File: src/rtl/mem_port_arbiter.sv
// Shares the single core memory port between fetch reads, load reads and the committed-store FIFO drain.
// Committed stores always go ahead of loads; a pipeline flush cancels outstanding speculative reads.
module mem_port_arbiter #(
  parameter bit          FETCH_ALWAYS_WINS = 1'b0,
  parameter int unsigned MEM_TIMEOUT       = 0
) (
  input  logic        clk,
  input  logic        reset,
  input  logic        i_pipeline_flush,
  input  logic        i_fetch_req,
  input  logic [31:0] i_fetch_addr,
  output logic        o_fetch_ack,
  output logic [31:0] o_fetch_data,
  input  logic        i_load_req,
  input  logic [31:0] i_load_addr,
  input  logic [1:0]  i_load_size,
  output logic        o_load_ack,
  output logic [31:0] o_load_data,
  input  logic        i_store_empty,
  input  logic [31:0] i_store_addr,
  input  logic [31:0] i_store_val,
  input  logic [1:0]  i_store_size,
  output logic        o_store_pop,
  output logic        o_mem_valid,
  output logic        o_mem_we,
  output logic [31:0] o_mem_addr,
  output logic [31:0] o_mem_wdata,
  output logic [1:0]  o_mem_size,
  input  logic        i_mem_ready,
  input  logic [31:0] i_mem_rdata,
  output logic        o_bus_error,
  output logic        o_dbg_state,
  output logic [1:0]  o_dbg_owner
);

  typedef enum logic {S_IDLE = 1'b0, S_BUSY = 1'b1} state_t;
  typedef enum logic [1:0] {OWN_FETCH = 2'd0, OWN_LOAD = 2'd1, OWN_STORE = 2'd2} owner_t;

  localparam bit          TIMEOUT_EN  = (MEM_TIMEOUT != 0);
  localparam logic [15:0] TIMEOUT_VAL = 16'(MEM_TIMEOUT);

  state_t      r_state, w_state_next;
  owner_t      r_owner;
  logic        r_last_was_fetch;
  logic        r_cancel;
  logic [31:0] r_addr;
  logic [31:0] r_wdata;
  logic [1:0]  r_size;
  logic        r_we;
  logic [15:0] r_count;

  logic w_fetch_cand, w_store_cand, w_load_cand, w_data_cand;
  logic w_pick_fetch, w_grant, w_busy, w_timeout, w_done, w_finish, w_read_suppress;

  assign w_fetch_cand = i_fetch_req && !i_pipeline_flush;
  assign w_store_cand = !i_store_empty;
  assign w_load_cand  = i_load_req && !i_pipeline_flush;
  assign w_data_cand  = w_store_cand || w_load_cand;
  // Round-robin gives the data side the next slot only right after a fetch grant.
  assign w_pick_fetch = w_fetch_cand && (!w_data_cand || FETCH_ALWAYS_WINS || !r_last_was_fetch);
  assign w_grant      = (r_state == S_IDLE) && (w_fetch_cand || w_data_cand);

  assign w_busy    = (r_state == S_BUSY);
  assign w_timeout = TIMEOUT_EN && w_busy && (r_count == TIMEOUT_VAL);
  assign w_done    = w_busy && !w_timeout && i_mem_ready;
  assign w_finish  = w_done || w_timeout;
  // A flush on the completion cycle itself also swallows the read ack.
  assign w_read_suppress = r_cancel || i_pipeline_flush || reset;

  always_ff @(posedge clk) begin
    if (reset) r_state <= S_IDLE;
    else       r_state <= w_state_next;
  end

  always_comb begin
    w_state_next = r_state;
    o_mem_valid  = 1'b0;
    o_mem_we     = 1'b0;
    o_mem_addr   = 32'd0;
    o_mem_wdata  = 32'd0;
    o_mem_size   = 2'd0;
    o_fetch_ack  = 1'b0;
    o_fetch_data = 32'd0;
    o_load_ack   = 1'b0;
    o_load_data  = 32'd0;
    o_store_pop  = 1'b0;
    o_bus_error  = 1'b0;
    case (r_state)
      S_IDLE: if (w_grant) w_state_next = S_BUSY;
      S_BUSY: begin
        if (w_finish) w_state_next = S_IDLE;
        o_mem_valid = !w_timeout;
        if (o_mem_valid) begin
          o_mem_we    = r_we;
          o_mem_addr  = r_addr;
          o_mem_wdata = r_wdata;
          o_mem_size  = r_size;
        end
        o_bus_error = w_timeout && !reset;
        if (w_finish) begin
          case (r_owner)
            OWN_FETCH: begin
              o_fetch_ack  = !w_read_suppress;
              o_fetch_data = (o_fetch_ack && w_done) ? i_mem_rdata : 32'd0;
            end
            OWN_LOAD: begin
              o_load_ack  = !w_read_suppress;
              o_load_data = (o_load_ack && w_done) ? i_mem_rdata : 32'd0;
            end
            default: o_store_pop = !reset;
          endcase
        end
      end
      default: w_state_next = S_IDLE;
    endcase
  end

  always_ff @(posedge clk) begin
    if (reset) begin
      r_owner          <= OWN_FETCH;
      r_last_was_fetch <= 1'b0;
      r_cancel         <= 1'b0;
      r_addr           <= 32'd0;
      r_wdata          <= 32'd0;
      r_size           <= 2'd0;
      r_we             <= 1'b0;
      r_count          <= 16'd0;
    end else if (w_grant) begin
      r_last_was_fetch <= w_pick_fetch;
      r_cancel         <= 1'b0;
      r_count          <= 16'd0;
      if (w_pick_fetch) begin
        r_owner <= OWN_FETCH;
        r_addr  <= i_fetch_addr;
        r_wdata <= 32'd0;
        r_size  <= 2'd2;
        r_we    <= 1'b0;
      end else if (w_store_cand) begin
        r_owner <= OWN_STORE;
        r_addr  <= i_store_addr;
        r_wdata <= i_store_val;
        r_size  <= i_store_size;
        r_we    <= 1'b1;
      end else begin
        r_owner <= OWN_LOAD;
        r_addr  <= i_load_addr;
        r_wdata <= 32'd0;
        r_size  <= i_load_size;
        r_we    <= 1'b0;
      end
    end else if (w_busy) begin
      if (i_pipeline_flush && r_owner != OWN_STORE) r_cancel <= 1'b1;
      if (TIMEOUT_EN && !i_mem_ready && !w_timeout) r_count <= r_count + 16'd1;
    end
  end

  assign o_dbg_state = r_state;
  assign o_dbg_owner = r_owner;

  // Requesters must hold a read request until its ack unless a flush cancelled it.
  a_req_held: assert property (@(posedge clk) disable iff (reset)
    (w_busy && !r_cancel && !i_pipeline_flush && r_owner != OWN_STORE) |->
    ((r_owner == OWN_FETCH) ? i_fetch_req : i_load_req));

endmodule
File: config.mk
export PLATFORM = sky130hd
export DESIGN_NAME = mem_port_arbiter
export DESIGN_NICKNAME = d
export VERILOG_FILES = /design/src/rtl/mem_port_arbiter.sv
export SDC_FILE = /design/constraint.sdc
export NUM_CORES = 1
export LEC_CHECK = 0
export CORE_AREA = 2 2 121 123
export DETAILED_ROUTE_END_ITERATION = 10
export DIE_AREA = 0 0 123 125
export DONT_BUFFER_PORTS = 1
export MAX_ROUTING_LAYER = met4
export SLEW_MARGIN = 20
export SYNTH_ARGS = -nofsm -noshare
export SYNTH_HDL_FRONTEND = slang
export SYNTH_SLANG_ARGS = --single-unit
export TNS_END_PERCENT = 10
File: constraint.sdc
create_clock -name clk -period 2.07 [get_ports clk]
set_input_delay 0.414 -clock clk [delete_from_list [all_inputs] [get_ports clk]]
set_output_delay 0.414 -clock clk [all_outputs]
set_load 0.05 [all_outputs]
==> flow_metrics.py, run 1 <==
metrics = {
    "routing": {
        "first_pass_iters": 4,
        "drt-total-wl_um": 13300,
        "drt-initial-drc-count": 176,
        "wl_per_cell_um": 18.9,
        "vias": 3531,
        "viasPerCell": 5.01,
        "ant_nets": 0,
        "drc_errors": 0,
    },
    "synthesis": {
        "ys_types": 33,
        "synth_top_cell_by_area": "dfxtp_1",
        "synth-main-ff-cell": "dfxtp_1",
        "synth_area_mm2": 0.00402,
        "synthesis.nets": 578,
        "syn_avg_cell_area_um2": 9.87,
        "synth_seq_cells": 71,
        "synth_cells": 407,
        "synthArstFlopShare_pct": 0,
        "synth_top_area_share_pct": 35.4,
        "synthTopCellsByArea": "dfxtp_1, and2_1, mux2_2, mux2i_1, o2bb2ai_1",
        "synth-edff-count": 0,
        "synth_seq_area_share_pct": 35.4,
        "yosys_warnings": 0,
    },
    "clocking": {
        "clock-root-buffer": "clkbuf_16",
        "htree_levels": 3,
        "holdBufCountCts": 0,
        "cts_tree": "done",
        "cts_buffers": 9,
        "cts_sinks": 71,
        "clk_transition_reported_paths_ps": 60,
        "cts_buffer_depth": 2,
        "clock_latency_ps": 330,
    },
    "critical_path": {
        "critPathMaxStageDelay_ps": 360,
        "arrival_ps": 1680,
        "critical_path.cell_chain": "nand3b_4 > nor4_4 > buf_4 > buf_6 > and3_1 > buf_12",
        "critical_path_class": "reg2out",
        "critPathRequiredTime_ps": 1660,
        "slowest_stage": "dfxtp_4",
        "reg2reg_slack_ps": 450,
        "cp-start-kind": "flip-flop",
        "critical_path_peak_fanout": 16,
        "end_kind": "output pin",
    },
    "pwr": {
        "p_per_area_mw_per_mm2": 611,
        "ir_worst_vdd_mv": 0.439,
        "power.leakage_nw": 2.81,
    },
    "final_layout": {
        "final_layout_size_suffix_gt1_share_pct": 46.6,
        "syn_to_final_growth_pct": 56.2,
        "antenna_cells": 0,
        "seq_area_mm2": 0.00143,
        "multiInputGateArea_mm2": 0.00251,
        "final_nets": 687,
        "finalNonFillerCells": 705,
        "nFillCells": 1324,
    },
    "grt": {
        "antenna_found_initial": 0,
        "grt_pass1_wl_um": 19700,
        "grt.overflow.total": 0,
        "track_usage_pct": 17.2,
        "grt_pass1_vias": 3564,
        "grt_max_degree": 76,
    },
    "sta": {
        "fmax_ghz": 0.477,
        "setup_viol": 13,
        "final.setup.worst_slack_ps": -27.8,
        "finalMaxSlewViolations": 0,
        "hold_viol": 0,
        "fin_worst_skew_ps": 5.41,
        "period_share_pct": 101,
        "setup_tns_ps": -134,
        "fin_crit_ps": 2100,
        "rsz0062_at_grt": "true",
    },
    "die": {
        "dieWidth_um": 123,
        "io_pins": 310,
        "fp.dieArea_mm2": 0.0154,
        "core_mm2": 0.0142,
        "rows": 44,
        "die_height_um": 125,
        "start_util_pct": 28.3,
    },
    "run": {
        "drv_cap": 0,
    },
    "run_status": {
        "violations": "setup timing",
        "status": "complete, but fails checks",
    },
    "placed_design": {
        "hpwlAfterDp_um": 9640,
        "portBuffers": 0,
        "place.gp.congestion": 0.753,
        "dp.cells": 682,
    },
    "worst_hold_path": {
        "hold_class": "in2reg",
    },
}
==> placed cells by master (no fill, tap or decap), types with 2 or more instances in the layout <==
| cell | count |
|---|---|
| clkinv_2 | 2 |
| dfxtp_1 | 70 |
| mux2i_1 | 33 |
| mux2_2 | 34 |
| and2_1 | 68 |
| clkbuf_16 | 9 |
| buf_4 | 75 |
| buf_12 | 59 |
| nand2b_1 | 2 |
| nor2_1 | 5 |
| clkinv_4 | 3 |
| and3_4 | 11 |
| nand2_1 | 3 |
| a22o_1 | 32 |
| inv_1 | 2 |
| and2_2 | 4 |
| and3_1 | 21 |
| and2_4 | 28 |
| and2b_4 | 3 |
| o2bb2ai_1 | 33 |
==> synth_stat cells (3+ instances only) <==
master,number
and2_1,100
dfxtp_1,71
mux2_2,34
mux2i_1,33
o2bb2ai_1,33
a22o_1,32
and3_1,32
clkbuf_1,17
buf_4,14
buf_2,7
nor2_1,5
buf_6,4
nand2_1,3
==> state kept, by name, indices dropped and copies added, names as in the netlist <==
signal,cells
r_addr,32
o_dbg_state,1
r_last_was_fetch,1
r_wdata,32
o_dbg_owner,2
r_cancel,1
r_size,2
==> per-stage QoR <==
stage	total power [W]	utilization [%]	hold WS (ps)	area, um2	setup slack, ps
after floorplan	0.00214	-	424	4030	-76.7
after detailed placement	0.00233	40.7	438	5780	77.2
final	0.00384	44.2	149	6270	-27.8
after global placement	0.00231	40.7	438	5780	158
after CTS	0.00389	43.2	128	6130	-48.2
after global routing	0.00404	44.2	122	6270	-141
==> worst max-delay path: cells and delay by family (launching register included) <==
| family | cells | cell delay (ps) |
|---|---|---|
| simple gates | 3 | 490 |
| buf+inv | 3 | 500 |
| flops | 1 | 360 |
==> final cells by class <==
class | count | area share (%)
multi-input combinational | 295 | 40.1
sequential | 71 | 22.7
inverter | 2 | 0.120
clock buffer | 9 | 3.59
clock inverter | 7 | 1.18
tap | 184 | 3.67
timing repair buffer | 137 | 28.7
==> final timing paths <==
path / start / end / depth (start not counted)
worst max-delay path: o_dbg_state$_SDFF_PP0_ / o_load_data[18] / 6
worst max register to register: o_dbg_state$_SDFF_PP0_ / r_wdata[26]$_SDFFE_PP0P_ / 6
worst min-delay path: reset / o_dbg_state$_SDFF_PP0_ / 1
worst min register to register: r_addr[27]$_SDFFE_PP0P_ / r_addr[27]$_SDFFE_PP0P_ / 1
==> cell families after synthesis <==
logic type      Yosys count  synth area share, %
compound gates           74                 16.7
buf+inv                  44                 6.39
flops                    71                 35.4
mux                      67                 17.8
other cells               1               0.0934
simple gates            150                 23.6
==> metal layers <==
layer	vias up	routed length [um]	GRT usage (%)	share of wire, %
met4	0	334	6.28	2.5
li1	1662	-	-	-
met3	28	784	4.70	5.9
met1	1682	5760	21.7	43
met2	159	6420	26.3	48
met5	-	0	-	0
==> repair_timing <==
item                                    in CTS  in global routing
cloned                                       3                  1
pin swaps                                    1                 24
setup buffers                                2                  1
endpoints found under the setup margin      65                 66
gates resized for setup                      8                 42
==> where the power goes <==
group          internal (W)  switching, W
clock network      0.000933      0.000583
logic              0.000319      0.000482
registers           0.00147     0.0000496
Note: power is estimated with default switching activity, not from simulation.
==> run 2: changes to the inputs <==
Settings changed: GPL_TIMING_DRIVEN set to 0.
==> run 2 against run 1 <==
The run still ends with setup timing left. Core utilization down 8.2 points. Worst hold slack better by 20 ps. Setup slack worse by 210 ps. Wire length down 2.0%. Largest cell class unchanged. Largest power group is now the clock network.
==> flow_metrics.py, run 2 (synthesis results as in run 1) <==
metrics = {
    "die": {
        "die_height_um": 125,
        "io_pins": 310,
        "core_mm2": 0.0142,
        "dieWidth_um": 123,
        "rows": 44,
        "start_util_pct": 28.3,
        "fp.dieArea_mm2": 0.0154,
    },
    "final_layout": {
        "post-route-util_pct": 36.0,
        "finalNonFillerCells": 617,
        "final_cell_mix": "and2_4, dfxtp_1, mux2_2",
        "final_layout_size_suffix_gt1_share_pct": 54.4,
        "final_nets": 598,
        "syn_to_final_growth_pct": 27.2,
        "final_common_cell": "and2_4",
        "nFillCells": 1397,
        "largestRegisters": "r_addr x32, r_wdata x32",
    },
    "critical_path": {
        "slowest_stage": "dfxtp_4",
        "critPathMaxStageDelay_ps": 470,
        "critical_path_class": "reg2out",
        "timing.rr.start": "o_dbg_state$_SDFF_PP0_",
        "arrival_ps": 1890,
        "r2r_cells": 5,
        "cp-start-kind": "flip-flop",
        "reg2reg_slack_ps": 290,
        "critical_path_peak_fanout": 7,
        "critical_path.cell_chain": "nand3b_4 > nor4_4 > buf_4 > and2b_4 > buf_12 > and2_4",
        "critPathRequiredTime_ps": 1660,
        "end_kind": "output pin",
        "timing.rr.end": "r_addr[25]$_SDFFE_PP0P_",
    },
    "sta": {
        "fin_worst_skew_ps": 6.74,
        "setup_tns_ps": -11920,
        "hold_viol": 0,
        "period_share_pct": 111,
        "fmax_ghz": 0.434,
        "rsz0062_at_grt": "true",
        "tightest_slew_ps": 574,
        "max_slew_margin_pct": 61.8,
        "final.setup.worst_slack_ps": -237,
        "finalMaxSlewViolations": 0,
        "setup_viol": 93,
        "fin_crit_ps": 2310,
        "timing.hold.ws_ps": 170,
    },
    "routing": {
        "vias": 3207,
        "drt-total-wl_um": 13000,
        "drt-initial-drc-count": 116,
        "drc_errors": 0,
        "first_pass_iters": 4,
        "ant_nets": 0,
        "viasPerCell": 5.20,
        "wl_per_cell_um": 21.1,
    },
    "grt": {
        "grt_pass1_wl_um": 18600,
        "grt_max_degree": 12,
        "grt_pass1_vias": 3167,
        "track_usage_pct": 16.5,
        "grt.overflow.total": 0,
        "antenna_found_initial": 1,
    },
    "clocking": {
        "cts_buffer_depth": 2,
        "clk_transition_reported_paths_ps": 60,
        "cts_buffers": 9,
        "clock-root-buffer": "clkbuf_16",
        "cts_sinks": 71,
        "clock_latency_ps": 330,
        "htree_levels": 3,
        "cts_tree": "done",
    },
    "placed_design": {
        "dp.cells": 591,
        "portBuffers": 0,
        "hpwlAfterDp_um": 9850,
        "dpl_worst_slack_ps": -407,
        "place.gp.congestion": 0.811,
    },
    "run_status": {
        "violations": "setup timing",
        "status": "complete, but fails checks",
    },
    "worst_hold_path": {
        "hp-start": "i_mem_ready",
        "whs_endpoint": "o_dbg_state$_SDFF_PP0_",
        "hold_depth": 1,
        "hold_class": "in2reg",
    },
    "pwr": {
        "ir_worst_vdd_mv": 0.358,
        "power.leakage_nw": 2.18,
        "p_per_area_mw_per_mm2": 765,
    },
    "run": {
        "drv_cap": 0,
    },
}
==> run 2: critical path, delay by kind of cell (launching register included) <==
kind | cells | cell delay, ps
AND/OR/NAND/NOR | 4 | 750
buffers and inverters | 2 | 340
flip-flops | 1 | 470
==> run 2: worst max-delay path by stage <==
stage	cells past startpoint	end	start
4_1_cts	6	o_fetch_data[22]	o_dbg_state$_SDFF_PP0_
2_1_floorplan	6	o_fetch_data[13]	reset
3_3_place_gp	3	o_mem_addr[31]	o_dbg_state$_SDFF_PP0_
3_5_place_dp	3	o_mem_addr[31]	o_dbg_state$_SDFF_PP0_
5_1_grt	6	o_fetch_data[29]	o_dbg_state$_SDFF_PP0_
6_report	6	o_fetch_data[22]	o_dbg_state$_SDFF_PP0_
==> run 2: area by class of cell <==
type                    count  area, um2  share of cell area, %
diodes                      1       2.50                 0.0490
plain buffers              42        315                   6.17
clock buffers              14        274                   5.36
clock inverters             2       37.5                  0.735
inverters                   2       7.51                  0.147
multi-input cells         292       2720                   53.3
flip-flops and latches     71       1430                   27.9
well taps                 184        230                   4.51
repair buffers              9       95.1                   1.86
==> run 2: routing by layer <==
metal	global-route usage, %	wire (um)
met1	22.3	5920
met2	23.6	5950
met3	4.29	926
met4	6.22	243
met5	-	0
==> run 2: where the power goes <==
part	total, W	leakage (nW)	switching [W]	internal, W
sequential	0.00154	0.584	0.0000737	0.00147
clock	0.00159	0.149	0.000556	0.00103
combinational	0.000775	1.45	0.000490	0.000285
==> run 2: metrics by stage <==
stage          area, um2  power (W)
2_1_floorplan       4030    0.00214
6_report            5110    0.00391
5_1_grt             5110    0.00408
4_1_cts             4900    0.00391
3_3_place_gp        4260    0.00226
3_5_place_dp        4260    0.00227
==> run 2: timing repair <==
| item | 4_1_cts | 5_1_grt |
|---|---|---|
| setup buffers | 3 | 4 |
| endpoints found under the hold margin | 0 | 0 |
| hold buffers | 0 | 0 |
| pin swaps | 42 | 19 |
| endpoints found under the setup margin | 134 | 133 |
| gates resized for setup | 180 | 99 |
| cloned | 1 | 1 |
